[src/rtl/alu_seq.sv]
// ---------------------------------------------------------------------------
// alu_seq -- handshaked, registered successor to the Hack combinational ALU.
//
// The zx/nx/zy/ny/f/no control semantics and the zr/ng flags are kept and
// widened to WIDTH bits. Results go into an output register with valid/ready
// flow control. Setting mul selects a multi-cycle unsigned shift-add multiply
// that keeps the low WIDTH bits of the product.
//
// Parameters:
//   WIDTH  operand/result width in bits (>= 2)
//   CNT_W  width of the multiply step counter
//
// Ports:
//   clk, rst              clock; synchronous active-high reset
//   in_valid / in_ready   operand handshake (in_ready is combinational)
//   x, y                  operands
//   zx nx zy ny f no      Hack control bits
//   mul                   1 = multiply (f is ignored)
//   out_valid / out_ready result handshake
//   out, zr, ng           registered result, zero flag, sign flag
//   busy                  a multiply is in progress
//
// Optional build macro ALU_OVF_FLAGS_EN adds registered carry and ov outputs
// and widens the multiply accumulator to 2*WIDTH bits so ov can see the
// discarded upper half of the product.
// ---------------------------------------------------------------------------
module alu_seq #(
  parameter int WIDTH = 16,
  parameter int CNT_W = $clog2(WIDTH) + 1
) (
  input  logic             clk,
  input  logic             rst,
  input  logic             in_valid,
  output logic             in_ready,
  input  logic [WIDTH-1:0] x,
  input  logic [WIDTH-1:0] y,
  input  logic             zx,
  input  logic             nx,
  input  logic             zy,
  input  logic             ny,
  input  logic             f,
  input  logic             no,
  input  logic             mul,
  output logic             out_valid,
  input  logic             out_ready,
  output logic [WIDTH-1:0] out,
  output logic             zr,
  output logic             ng,
`ifdef ALU_OVF_FLAGS_EN
  output logic             carry,
  output logic             ov,
`endif
  output logic             busy
);

`ifdef ALU_OVF_FLAGS_EN
  localparam int ACC_W = 2 * WIDTH;
`else
  localparam int ACC_W = WIDTH;
`endif

  typedef enum logic {
    IDLE,
    MUL
  } state_t;

  state_t state, state_next;

  logic [WIDTH-1:0] xp, yp;
  logic [WIDTH-1:0] hack_r;
  logic [WIDTH-1:0] mul_r;
  logic             accept;
  logic             mul_done;

  // Multiply working registers: the multiplicand shifts left and the
  // multiplier shifts right each step, so bit 0 of the multiplier always
  // decides whether the current partial product is added.
  logic [ACC_W-1:0] acc;
  logic [ACC_W-1:0] mcand;
  logic [WIDTH-1:0] mplier;
  logic             mno;
  logic [CNT_W-1:0] cnt;

`ifdef ALU_OVF_FLAGS_EN
  logic [WIDTH:0]   sum;
  logic             hack_carry;
  logic             hack_ov;
  logic             mul_ov;
`else
  logic [WIDTH-1:0] sum;
`endif

  // A new operation may enter only when idle and the output register is
  // either empty or being drained on this same edge.
  assign in_ready = (state == IDLE) && (!out_valid || out_ready);
  assign accept   = in_valid && in_ready;
  assign busy     = (state == MUL);
  // The final edge of a multiply comes after all WIDTH steps have run.
  assign mul_done = (state == MUL) && (cnt == CNT_W'(WIDTH));

  // Operand preprocessing: optional zeroing followed by optional inversion.
  always_comb begin
    xp = zx ? '0 : x;
    if (nx) xp = ~xp;
    yp = zy ? '0 : y;
    if (ny) yp = ~yp;
  end

  // Single-cycle Hack function. Carry and overflow describe the adder
  // before the optional output inversion.
  always_comb begin
`ifdef ALU_OVF_FLAGS_EN
    sum        = {1'b0, xp} + {1'b0, yp};
    hack_carry = f & sum[WIDTH];
    hack_ov    = f & (xp[WIDTH-1] == yp[WIDTH-1]) & (sum[WIDTH-1] != xp[WIDTH-1]);
`else
    sum        = xp + yp;
`endif
    hack_r = f ? sum[WIDTH-1:0] : (xp & yp);
    if (no) hack_r = ~hack_r;
  end

  // Final multiply result from the low half of the accumulator.
  always_comb begin
    mul_r = mno ? ~acc[WIDTH-1:0] : acc[WIDTH-1:0];
`ifdef ALU_OVF_FLAGS_EN
    mul_ov = |acc[ACC_W-1:WIDTH];
`endif
  end

  // Control state register.
  always_ff @(posedge clk) begin
    if (rst) state <= IDLE;
    else     state <= state_next;
  end

  // Next-state logic: stay in MUL until the result has been loaded.
  always_comb begin
    state_next = state;
    case (state)
      IDLE:    if (accept && mul) state_next = MUL;
      MUL:     if (mul_done) state_next = IDLE;
      default: state_next = IDLE;
    endcase
  end

  // Multiply datapath: capture operands on accept, then one shift-add step
  // per cycle. Reset mid-multiply discards the partial product.
  always_ff @(posedge clk) begin
    if (rst) begin
      acc    <= '0;
      mcand  <= '0;
      mplier <= '0;
      mno    <= 1'b0;
      cnt    <= '0;
    end else if (accept && mul) begin
      acc    <= '0;
      mcand  <= ACC_W'(xp);
      mplier <= yp;
      mno    <= no;
      cnt    <= '0;
    end else if ((state == MUL) && !mul_done) begin
      if (mplier[0]) acc <= acc + mcand;
      mcand  <= mcand << 1;
      mplier <= mplier >> 1;
      cnt    <= cnt + CNT_W'(1);
    end
  end

  // Output register: loads a Hack result on accept or a product when the
  // multiply completes; otherwise holds until the consumer takes it. Flags
  // only change together with out.
  always_ff @(posedge clk) begin
    if (rst) begin
      out       <= '0;
      zr        <= 1'b0;
      ng        <= 1'b0;
      out_valid <= 1'b0;
`ifdef ALU_OVF_FLAGS_EN
      carry     <= 1'b0;
      ov        <= 1'b0;
`endif
    end else if (accept && !mul) begin
      out       <= hack_r;
      zr        <= (hack_r == '0);
      ng        <= hack_r[WIDTH-1];
      out_valid <= 1'b1;
`ifdef ALU_OVF_FLAGS_EN
      carry     <= hack_carry;
      ov        <= hack_ov;
`endif
    end else if (mul_done) begin
      out       <= mul_r;
      zr        <= (mul_r == '0);
      ng        <= mul_r[WIDTH-1];
      out_valid <= 1'b1;
`ifdef ALU_OVF_FLAGS_EN
      carry     <= 1'b0;
      ov        <= mul_ov;
`endif
    end else if (out_ready) begin
      out_valid <= 1'b0;
    end
  end

endmodule

[config.mk]
export PLATFORM = sky130hd
export DESIGN_NAME = alu_seq
export DESIGN_NICKNAME = d
export VERILOG_FILES = /design/src/rtl/alu_seq.sv
export SDC_FILE = /design/constraint.sdc
export NUM_CORES = 1
export LEC_CHECK = 0
export CAP_MARGIN = 20
export CORE_ASPECT_RATIO = 0.8
export CORE_MARGIN = 3
export CORE_UTILIZATION = 50
export DETAILED_ROUTE_END_ITERATION = 12
export GPL_ROUTABILITY_DRIVEN = 0
export PLACE_DENSITY = 0.72
export REMOVE_ABC_BUFFERS = 1
export SLEW_MARGIN = 15
export SYNTH_ARGS = -nofsm -noshare
export SYNTH_HDL_FRONTEND = slang
export SYNTH_SLANG_ARGS = --single-unit
[constraint.sdc]
create_clock -name clk -period 11.2 [get_ports clk]
set_input_delay 2.24 -clock clk [delete_from_list [all_inputs] [get_ports clk]]
set_output_delay 2.24 -clock clk [all_outputs]
set_load 0.05 [all_outputs]
After elaboration in Yosys (flattened, before gate mapping)
Index checks and enable logic that the tools add are counted.
{ "totals": {"regBits": 74, "out_inout_bits": 21} }
{ "op_classes": {"n_addsub": 3, "eq_ne": 1, "mux": 23, "n_bitwise": 6, "reduce_logical": 17} }
{ "op_table": {"columns": ["cell", "count"], "rows": [
  ["16-bit 2-to-1 mux", 13],
  ["16-bit inverter", 4],
  ["16-bit adder", 2],
  ["16-bit zero test", 2],
  ["16-bit bitwise AND", 1],
  ["1-bit 2-to-1 mux", 9],
  ["1-bit logical AND", 6],
  ["5-bit by 1-bit adder with 5-bit output, second input constant", 1],
  ["5-bit == test, second input constant", 1],
  ["2-bit nonzero test", 2],
  ["1-bit zero test", 3],
  ["3-bit nonzero test", 1],
  ["1-bit case mux with 2 select lines", 1],
  ["2-bit AND reduction", 1],
  ["2-bit OR reduction", 1],
  ["1-bit logical OR", 1],
  ["1-bit inverter", 1]
]} }

Longest topological paths before layout
Gate-level depths: netlist (run 1).
{ "logic_depth": {"depth_word": 9, "depth_mapped": 16} }

Worst setup path before layout (run 1)
Ideal clock, no wire load.
{ "synth_path": {"path_kind": "input to register", "startpoint": "input port nx", "endpoint": "register out[14]", "setup_time_ps": 65, "arrival_ps": 5501, "t_required_ps": 11135, "path_slack_ps": 5634, "stages": 15, "path_buffers": 2, "path_cell_list": "buf_6 > buf_1 > xnor2_1 > ha_1 > inv_1 > fa_1 > nor4_1 > o32ai_2 > a21oi_1 > o2111ai_1 > and3_1 > o311a_1 > xnor2_1 > mux2_2 > nor2_1"} }
{ "synth_between": {"elab_chain_cells": 6, "elab_cells_between_ends": 7, "classes_between": "add/sub: 1; mux: 4; bitwise: 2"} }
{ "synth_lines": {"columns": ["item", "line_no", "source"], "rows": [
  ["start: declaration", "38", "input logic nx,"],
  ["16-bit 2-to-1 mux *", "104", "if (nx) xp = ~xp;"],
  ["16-bit adder / 16-bit bitwise AND (equally long branches)", "117, 119", null],
  ["16-bit 2-to-1 mux *", "119", "hack_r = f ? sum[WIDTH-1:0] : (xp & yp);"],
  ["16-bit inverter", "120", "if (no) hack_r = ~hack_r;"],
  ["16-bit 2-to-1 mux *", "120", null],
  ["16-bit 2-to-1 mux *", "183", "end else if (accept && !mul) begin"],
  ["end signal: assignment", "184", "out <= hack_r;"],
  ["end signal: assignment", "193", "out <= mul_r;"],
  ["end: declaration", "46", "output logic [WIDTH-1:0] out,"]
]} }
Every way passes the cells marked *; elsewhere a longest branch is shown, timed or not.
A chain may end at the register's enable or synchronous reset.

Final worst setup path (run 1)
{ "layout_path": {"startpoint": "input port out_ready", "endpoint": "output port in_ready"} }
{ "layout_between": {"elab_chain_cells": 2} }
{ "layout_lines": {"columns": ["item", "line_no", "source"], "rows": [
  ["start: declaration", "45", "input logic out_ready,"],
  ["1-bit logical OR", "95", "assign in_ready = (state == IDLE) && (!out_valid || out_ready);"],
  ["1-bit logical AND", "95", null],
  ["end: declaration", "34", "output logic in_ready,"]
]} }
No other way between the ends.

==> results of run 1 <==
[cells in the final DEF (no fill, tap or decap), drive strengths merged, types with 5 or more instances in the layout]
| master | netlist | routed |
|---|---|---|
| nand2 | 98 | 98 |
| dfxtp | 73 | 73 |
| ha | 33 | 33 |
| a21oi | 56 | 56 |
| nand3 | 8 | 8 |
| a22oi | 7 | 7 |
| a211oi | 17 | 17 |
| clkdlybuf4s50 | 0 | 62 |
| xor2 | 32 | 32 |
| nand2b | 31 | 31 |
| inv | 18 | 18 |
| nor3 | 13 | 13 |
| buf | 15 | 12 |
| nor2 | 77 | 77 |
| o21ai | 17 | 17 |
| and3 | 11 | 11 |
| a311oi | 23 | 23 |
| clkbuf | 30 | 14 |
| a21o | 5 | 5 |
| or3 | 5 | 5 |
| a31oi | 5 | 5 |
| nor2b | 8 | 8 |
| xnor2 | 70 | 70 |
| mux2i | 14 | 14 |
[worst register-to-register path: cells and delay by family, from the launching register on]
family | cells | cell delay [ns]
multiplexers | 1 | 0.15
adder cells (fa/ha/maj) | 2 | 0.58
AO/OA/AOI/OAI | 10 | 1.75
buffers and inverters | 1 | 0.06
flip-flops | 1 | 0.37
AND/OR/NAND/NOR | 1 | 0.17
[flip-flops by register name, indices dropped and copies added (netlist names)]
register	count
acc	16
busy	1
cnt	5
mcand	16
mno	1
mplier	16
out	16
out_valid	1
zr	1
[path summary, 6_finish.rpt]
kind / endpoint / slack (ns) / cells past startpoint
setup / recovery: in_ready / 5.06 / 4
hold / removal: mplier[4]$_SDFFE_PP0P_ / 0.46 / 2
setup reg to reg: acc[14]$_SDFFE_PP0P_ / 7.98 / 15
hold reg to reg: mplier[4]$_SDFFE_PP0P_ / 0.46 / 2
[area by class of cell]
| type | instances | area (um^2) | area share (%) |
|---|---|---|---|
| clock buffers | 14 | 254 | 3.83 |
| clock inverters | 2 | 37.5 | 0.567 |
| inverters | 18 | 67.6 | 1.02 |
| multi-input cells | 578 | 3890 | 58.8 |
| flip-flops and latches | 73 | 1460 | 22.1 |
| well taps | 140 | 175 | 2.64 |
| repair buffers | 74 | 736 | 11.1 |
[metal layers]
metal  routed length, um  vias up  share of wire, %  track usage (%)
li1                    -     2547                 -                -
met1                6740     2411                47             30.8
met2                6650      126                46             39.1
met3                 780       20               5.4             5.24
met4                 182        0               1.3             5.98
met5                   0        -                 0                0
[through the flow]
stage / total power, uW / area [um^2] / cells / hold slack, ns
after global placement: 568 / 6290 / 881 / 0.448
after detailed placement: 574 / 6290 / 881 / 0.451
after CTS: 870 / 6580 / 897 / 0.462
final: 865 / 6620 / 899 / 0.461
after global routing: 911 / 6620 / 899 / 0.473
after floorplan: 495 / 5410 / 669 / 0.430
[synth_stat cells (3+ instances only)]
| library cell | count | area [um^2] |
|---|---|---|
| nand3_1 | 8 | 40.0 |
| nand4_1 | 4 | 25.0 |
| nand3b_1 | 3 | 22.5 |
| a31oi_1 | 4 | 25.0 |
| o21ai_0 | 16 | 80.1 |
| xor2_2 | 3 | 48.8 |
| nor2b_1 | 7 | 43.8 |
| mux2i_1 | 14 | 140 |
| xnor2_1 | 70 | 613 |
| nand2b_1 | 29 | 181 |
| nor2_1 | 76 | 285 |
| a211oi_1 | 17 | 128 |
| buf_4 | 3 | 22.5 |
| a21oi_1 | 55 | 275 |
| a311oi_1 | 23 | 201 |
| and3_1 | 11 | 68.8 |
| a22oi_1 | 7 | 52.6 |
| nor3_1 | 12 | 60.1 |
| mux2_2 | 4 | 45.0 |
| buf_1 | 11 | 41.3 |
| or3_1 | 5 | 31.3 |
| ha_1 | 33 | 413 |
| or4_1 | 3 | 22.5 |
| clkbuf_1 | 30 | 113 |
| xor2_1 | 29 | 254 |
| inv_1 | 18 | 67.6 |
| nor4_1 | 4 | 25.0 |
| a21o_1 | 5 | 37.5 |
| dfxtp_1 | 73 | 1460 |
| nand2_1 | 98 | 368 |
[power groups by stage]
| stage | Clock [uW] | Combinational, uW | Sequential (uW) |
|---|---|---|---|
| after detailed placement | 0 | 281 | 294 |
| after global routing | 307 | 314 | 290 |
| after global placement | 0 | 275 | 293 |
| after CTS | 298 | 284 | 288 |
| after floorplan | 0 | 182 | 313 |
| final | 291 | 286 | 288 |
[cell families (layout without fill, tap and decap cells)]
kind of cell | count (synthesis) | count (layout) | synth area share, %
xor gates and xnor gates | 102 | 102 | 16.4
AOI/OAI and AO/OA | 149 | 149 | 18.5
muxes | 18 | 18 | 3.31
adders and majority gates | 35 | 35 | 8.09
DFF | 73 | 73 | 26.1
buffers and inverters | 63 | 108 | 4.56
and+or+nand+nor | 274 | 274 | 23.0
==> flow_summary.yaml, run 1 <==
status:
  status: "completed"
run:
  drv_cap: 0
detailed_routing:
  drt_wl_total_mm: 14.4
  drc: 0
  postRouteAntennaNets: 0
  drtPass1Iterations: 5
  drtIter0Drc: 383
  viasPerCell: 5.68
  wl_per_cell_um: 16.0
  routed-via-count: 5104
clock_tree:
  post-cts-setup-buffers: 0
  clock_sinks: 73
  h-tree-depth: 3
  root_buffer: "clkbuf_16"
  cts_buffers: 9
  cts_resized: 0
  ctsHoldBuffers: 0
  cts_buffer_depth: 2
  clk_pin_slew_ns: 0.06
  cts_tree: "yes"
  clock_latency_ns: 0.34
synth:
  synth-edff-count: 0
  synth_flop_cell: "dfxtp_1"
  ys_seq_area_share_pct: 26.1
  async_flop_share_pct: 0
  ys.warnings.count: 0
  ys_ff_latch: 73
  synth.avg_cell_area_um2: 7.84
  synthDistinctLibCells: 64
  syn_area_um2: 5600
  postSynthCellCount: 714
final_layout:
  fin_util_pct: 62.7
  final_layout_size_suffix_gt1_share_pct: 6.32
  nFillCells: 963
  n_antenna_cell: 0
  fin_nets: 832
  area_delta_synth_final_pct: 18.4
power:
  sw_frac_of_total_pct: 33.2
  p_clk_share_pct: 33.6
  intPower_uw: 578
  powerDensity_nw_per_um2: 131
  cellLeakagePower_uw: 0.00251
  p_seq_share_pct: 33.3
  power_switching_uw: 287
  vdd_drop_max_mv: 0.104
  comb_power_share_pct: 33.1
floorplan:
  core_um2: 10600
  ios: 64
  die-area_um2: 12500
  die_w_um: 124
  initial_core_util_pct: 52.9
  rows: 33
  fp.dieH_um: 101
worst_setup_path:
  critPathTopFamily: "buffers and inverters"
  cp_data_required_time_ns: 8.96
  path_cells: "clkdlybuf4s50_1, inv_1, a21oi_1, clkdlybuf4s50_1"
  path_buf_inv: 3
  cp_data_arrival_time_ns: 3.90
  cpPeakStageDelay_ns: 0.87
  worstSetupStartpointType: "input pin"
  cp_slowest_cell: "clkdlybuf4s50_1"
  endpoint_kind: "primary output"
  r2r_start: "mcand[0]$_SDFFE_PP0P_"
  crit_type: "input pin to primary output"
  crit_top_cell: "clkdlybuf4s50_1"
  critPathLaunch: "out_ready"
  crit_fanout: 4
timing:
  setup_tns_ns: 0
  period_needed_ns: 6.14
  fmax_mhz: 163
  rsz0062_at_grt: "no"
  maxSlewViolCount: 0
  slew_headroom_pct: 35.2
  setup_slack_ns: 5.06
  worst_pin_slew_ns: 0.969
  fin_worst_skew_ns: 0.00494
  finalSetupViolations: 0
  period_share_pct: 54.8
  finalHoldViolCount: 0
global_routing:
  grt_pass1_wl_mm: 24.3
  grt_pass1_vias: 4975
  antenna_found_initial: 0
  grt_max_degree: 55
  grt_util_all_layers_pct: 23.4
  grt_overflow_total: 0
worst_hold_path:
  min_path_type: "flop to flop"
  min_from: "mplier[4]$_SDFFE_PP0P_"
placed_design:
  hpwl_mm: 10.4
  place_ws_ns: 4.91
  numPortBuffers: 63
Note: power is estimated with default switching activity, not from simulation.
==> run 2, diff against run 1 <==
--- a/config.mk
+++ b/config.mk
@@ -11,7 +11,7 @@
 export CORE_UTILIZATION = 50
 export DETAILED_ROUTE_END_ITERATION = 12
 export GPL_ROUTABILITY_DRIVEN = 0
-export PLACE_DENSITY = 0.72
+export PLACE_DENSITY = 0.75
 export REMOVE_ABC_BUFFERS = 1
 export SLEW_MARGIN = 15
 export SYNTH_ARGS = -nofsm -noshare
==> constraint.sdc (replaced) <==
create_clock -name clk -period 5.53 [get_ports clk]
set_input_delay 1.106 -clock clk [delete_from_list [all_inputs] [get_ports clk]]
set_output_delay 1.106 -clock clk [all_outputs]
set_load 0.05 [all_outputs]
==> run 2 against run 1 <==
Compared with the run above: non-clock buffer count increased by 2; combinational power increased by 110%; total power increased by 100%.
==> flow_summary.yaml, run 2 (synthesis results as in run 1) <==
status:
  status: "completed"
timing:
  fin_worst_skew_ns: 0.00788
  period_share_pct: 90.7
  worst_pin_slew_ns: 1.07
  rsz0062_at_grt: "no"
  maxSlewViolCount: 0
  setup_tns_ns: 0
  period_needed_ns: 5.01
  fmax_mhz: 199
  finalSetupViolations: 0
  slew_headroom_pct: 28.3
  finalHoldViolCount: 0
detailed_routing:
  drc: 0
  routed-via-count: 5247
  drtPass1Iterations: 5
  postRouteAntennaNets: 0
  viasPerCell: 5.82
  wl_per_cell_um: 17.0
  drt_wl_total_mm: 15.3
  drtIter0Drc: 441
floorplan:
  core_um2: 10600
  ios: 64
  die-area_um2: 12500
  die_w_um: 124
  rows: 33
  fp.dieH_um: 101
  initial_core_util_pct: 52.9
global_routing:
  antenna_found_initial: 0
  grt_max_degree: 51
  grt_pass1_vias: 4971
  grt_overflow_total: 0
  grt_pass1_wl_mm: 25.0
  grt_util_all_layers_pct: 24.5
worst_setup_path:
  r2r.worst_path.cells: 15
  critPathTopFamily: "simple AND/OR/NAND/NOR gates"
  worstSetupStartpointType: "input pin"
  path_buf_inv: 2
  crit_top_cell: "xnor2_1"
  cp_data_required_time_ns: 5.81
  cpPeakStageDelay_ns: 0.70
  endpoint_kind: "flop"
  crit_type: "input pin to flop"
  path_depth: 15
  path_cells: "clkdlybuf4s50_1, nand2b_1, xnor2_1, ha_1, inv_1, fa_1, nor4_1, o32ai_2, a21oi_1, o2111ai_1, and3_1, o311a_1, xnor2_1, mux2_2, nor2_1"
  crit_fanout: 16
  cp_data_arrival_time_ns: 5.29
  cp_slowest_cell: "clkdlybuf4s50_1"
worst_hold_path:
  min_path_type: "flop to flop"
  hold_depth: 2
final_layout:
  nFillCells: 951
  fin_nets: 834
  final_layout_size_suffix_gt1_share_pct: 6.83
  layout_common_cells: "98 x nand2_1, 75 x nor2_1, 73 x dfxtp_1"
  n_antenna_cell: 0
  regArea_um2: 1460
  finish.instance_area_um2: 6610
  multi_input_area_um2: 3890
  area_delta_synth_final_pct: 18.1
  final_cells: 901
  final_common_cell: "nand2_1"
clock_tree:
  ctsHoldBuffers: 0
  cts_resized: 0
  root_buffer: "clkbuf_16"
  post-cts-setup-buffers: 0
  cts_tree: "yes"
  cts_buffer_depth: 2
  clock_sinks: 73
  clk_pin_slew_ns: 0.06
  clock_latency_ns: 0.34
  cts_buffers: 9
  h-tree-depth: 3
placed_design:
  dpl.cell_count: 885
  place_area_um2: 6320
  hpwl_mm: 11.5
  numPortBuffers: 63
run:
  drv_cap: 0
power:
  cellLeakagePower_uw: 0.00251
  powerDensity_nw_per_um2: 266
  vdd_drop_max_mv: 0.256
## run 2: changes by cell type in the layout (fill, tap and decap cells not counted), sizes merged
cell    before  now
clkbuf      14   11
clkinv       0    3
buf         12   14
## run 2: final timing paths
kind | startpoint | endpoint | slack (ns)
setup / recovery | zx | out[14]$_SDFFE_PP0P_ | 0.52
hold / removal | mplier[10]$_SDFFE_PP0P_ | mplier[10]$_SDFFE_PP0P_ | 0.46
setup reg to reg | acc[0]$_SDFFE_PP0P_ | acc[14]$_SDFFE_PP0P_ | 2.27
hold reg to reg | mplier[10]$_SDFFE_PP0P_ | mplier[10]$_SDFFE_PP0P_ | 0.46
## run 2: where the power goes
part | total [uW] | internal [uW] | switching (uW)
Clock | 582 | 349 | 233
Combinational | 588 | 250 | 338
Sequential | 587 | 559 | 28.1
Total | 1760 | 1160 | 600
## run 2: worst register-to-register path, cell delays in order, from the launching register on
cell and delay (ns):
dfxtp_1 0.38, ha_1 0.19, inv_1 0.06, fa_1 0.38, nor2b_1 0.16, o21ai_0 0.13, a21boi_0 0.27, o21ai_0 0.14
a21oi_1 0.20, o21ai_0 0.13, a21boi_0 0.28, o21ai_0 0.15, a21oi_1 0.28, a31oi_1 0.17, mux2i_1 0.16, o21ai_0 0.09
## run 2: final cells by class
type / instances / area share (%)
Sequential cell: 73 / 22.1
Timing Repair Buffer: 76 / 10.9
Inverter: 18 / 1.02
Clock inverter: 5 / 0.852
Clock buffer: 11 / 3.52
Multi-Input combinational cell: 578 / 58.9
Tap cell: 140 / 2.65
## run 2: metal layers
layer	share of wire [%]	vias up	track usage, %
li1	-	2548	-
met2	45	197	39.8
met1	46	2481	33.2
met4	1.4	0	6.66
met3	7.1	21	5.46
met5	0	-	0
## run 2: through the flow
step	setup slack, ns	hold WS [ns]	util [%]	total power, uW
6_report	0.517	0.458	62.5	1760
5_1_grt	0.289	0.481	62.5	1850
4_1_cts	0.655	0.456	62.5	1760
3_5_place_dp	0.377	0.447	59.8	1180
3_3_place_gp	0.565	0.445	59.8	1160
2_1_floorplan	1.05	0.430	-	1000
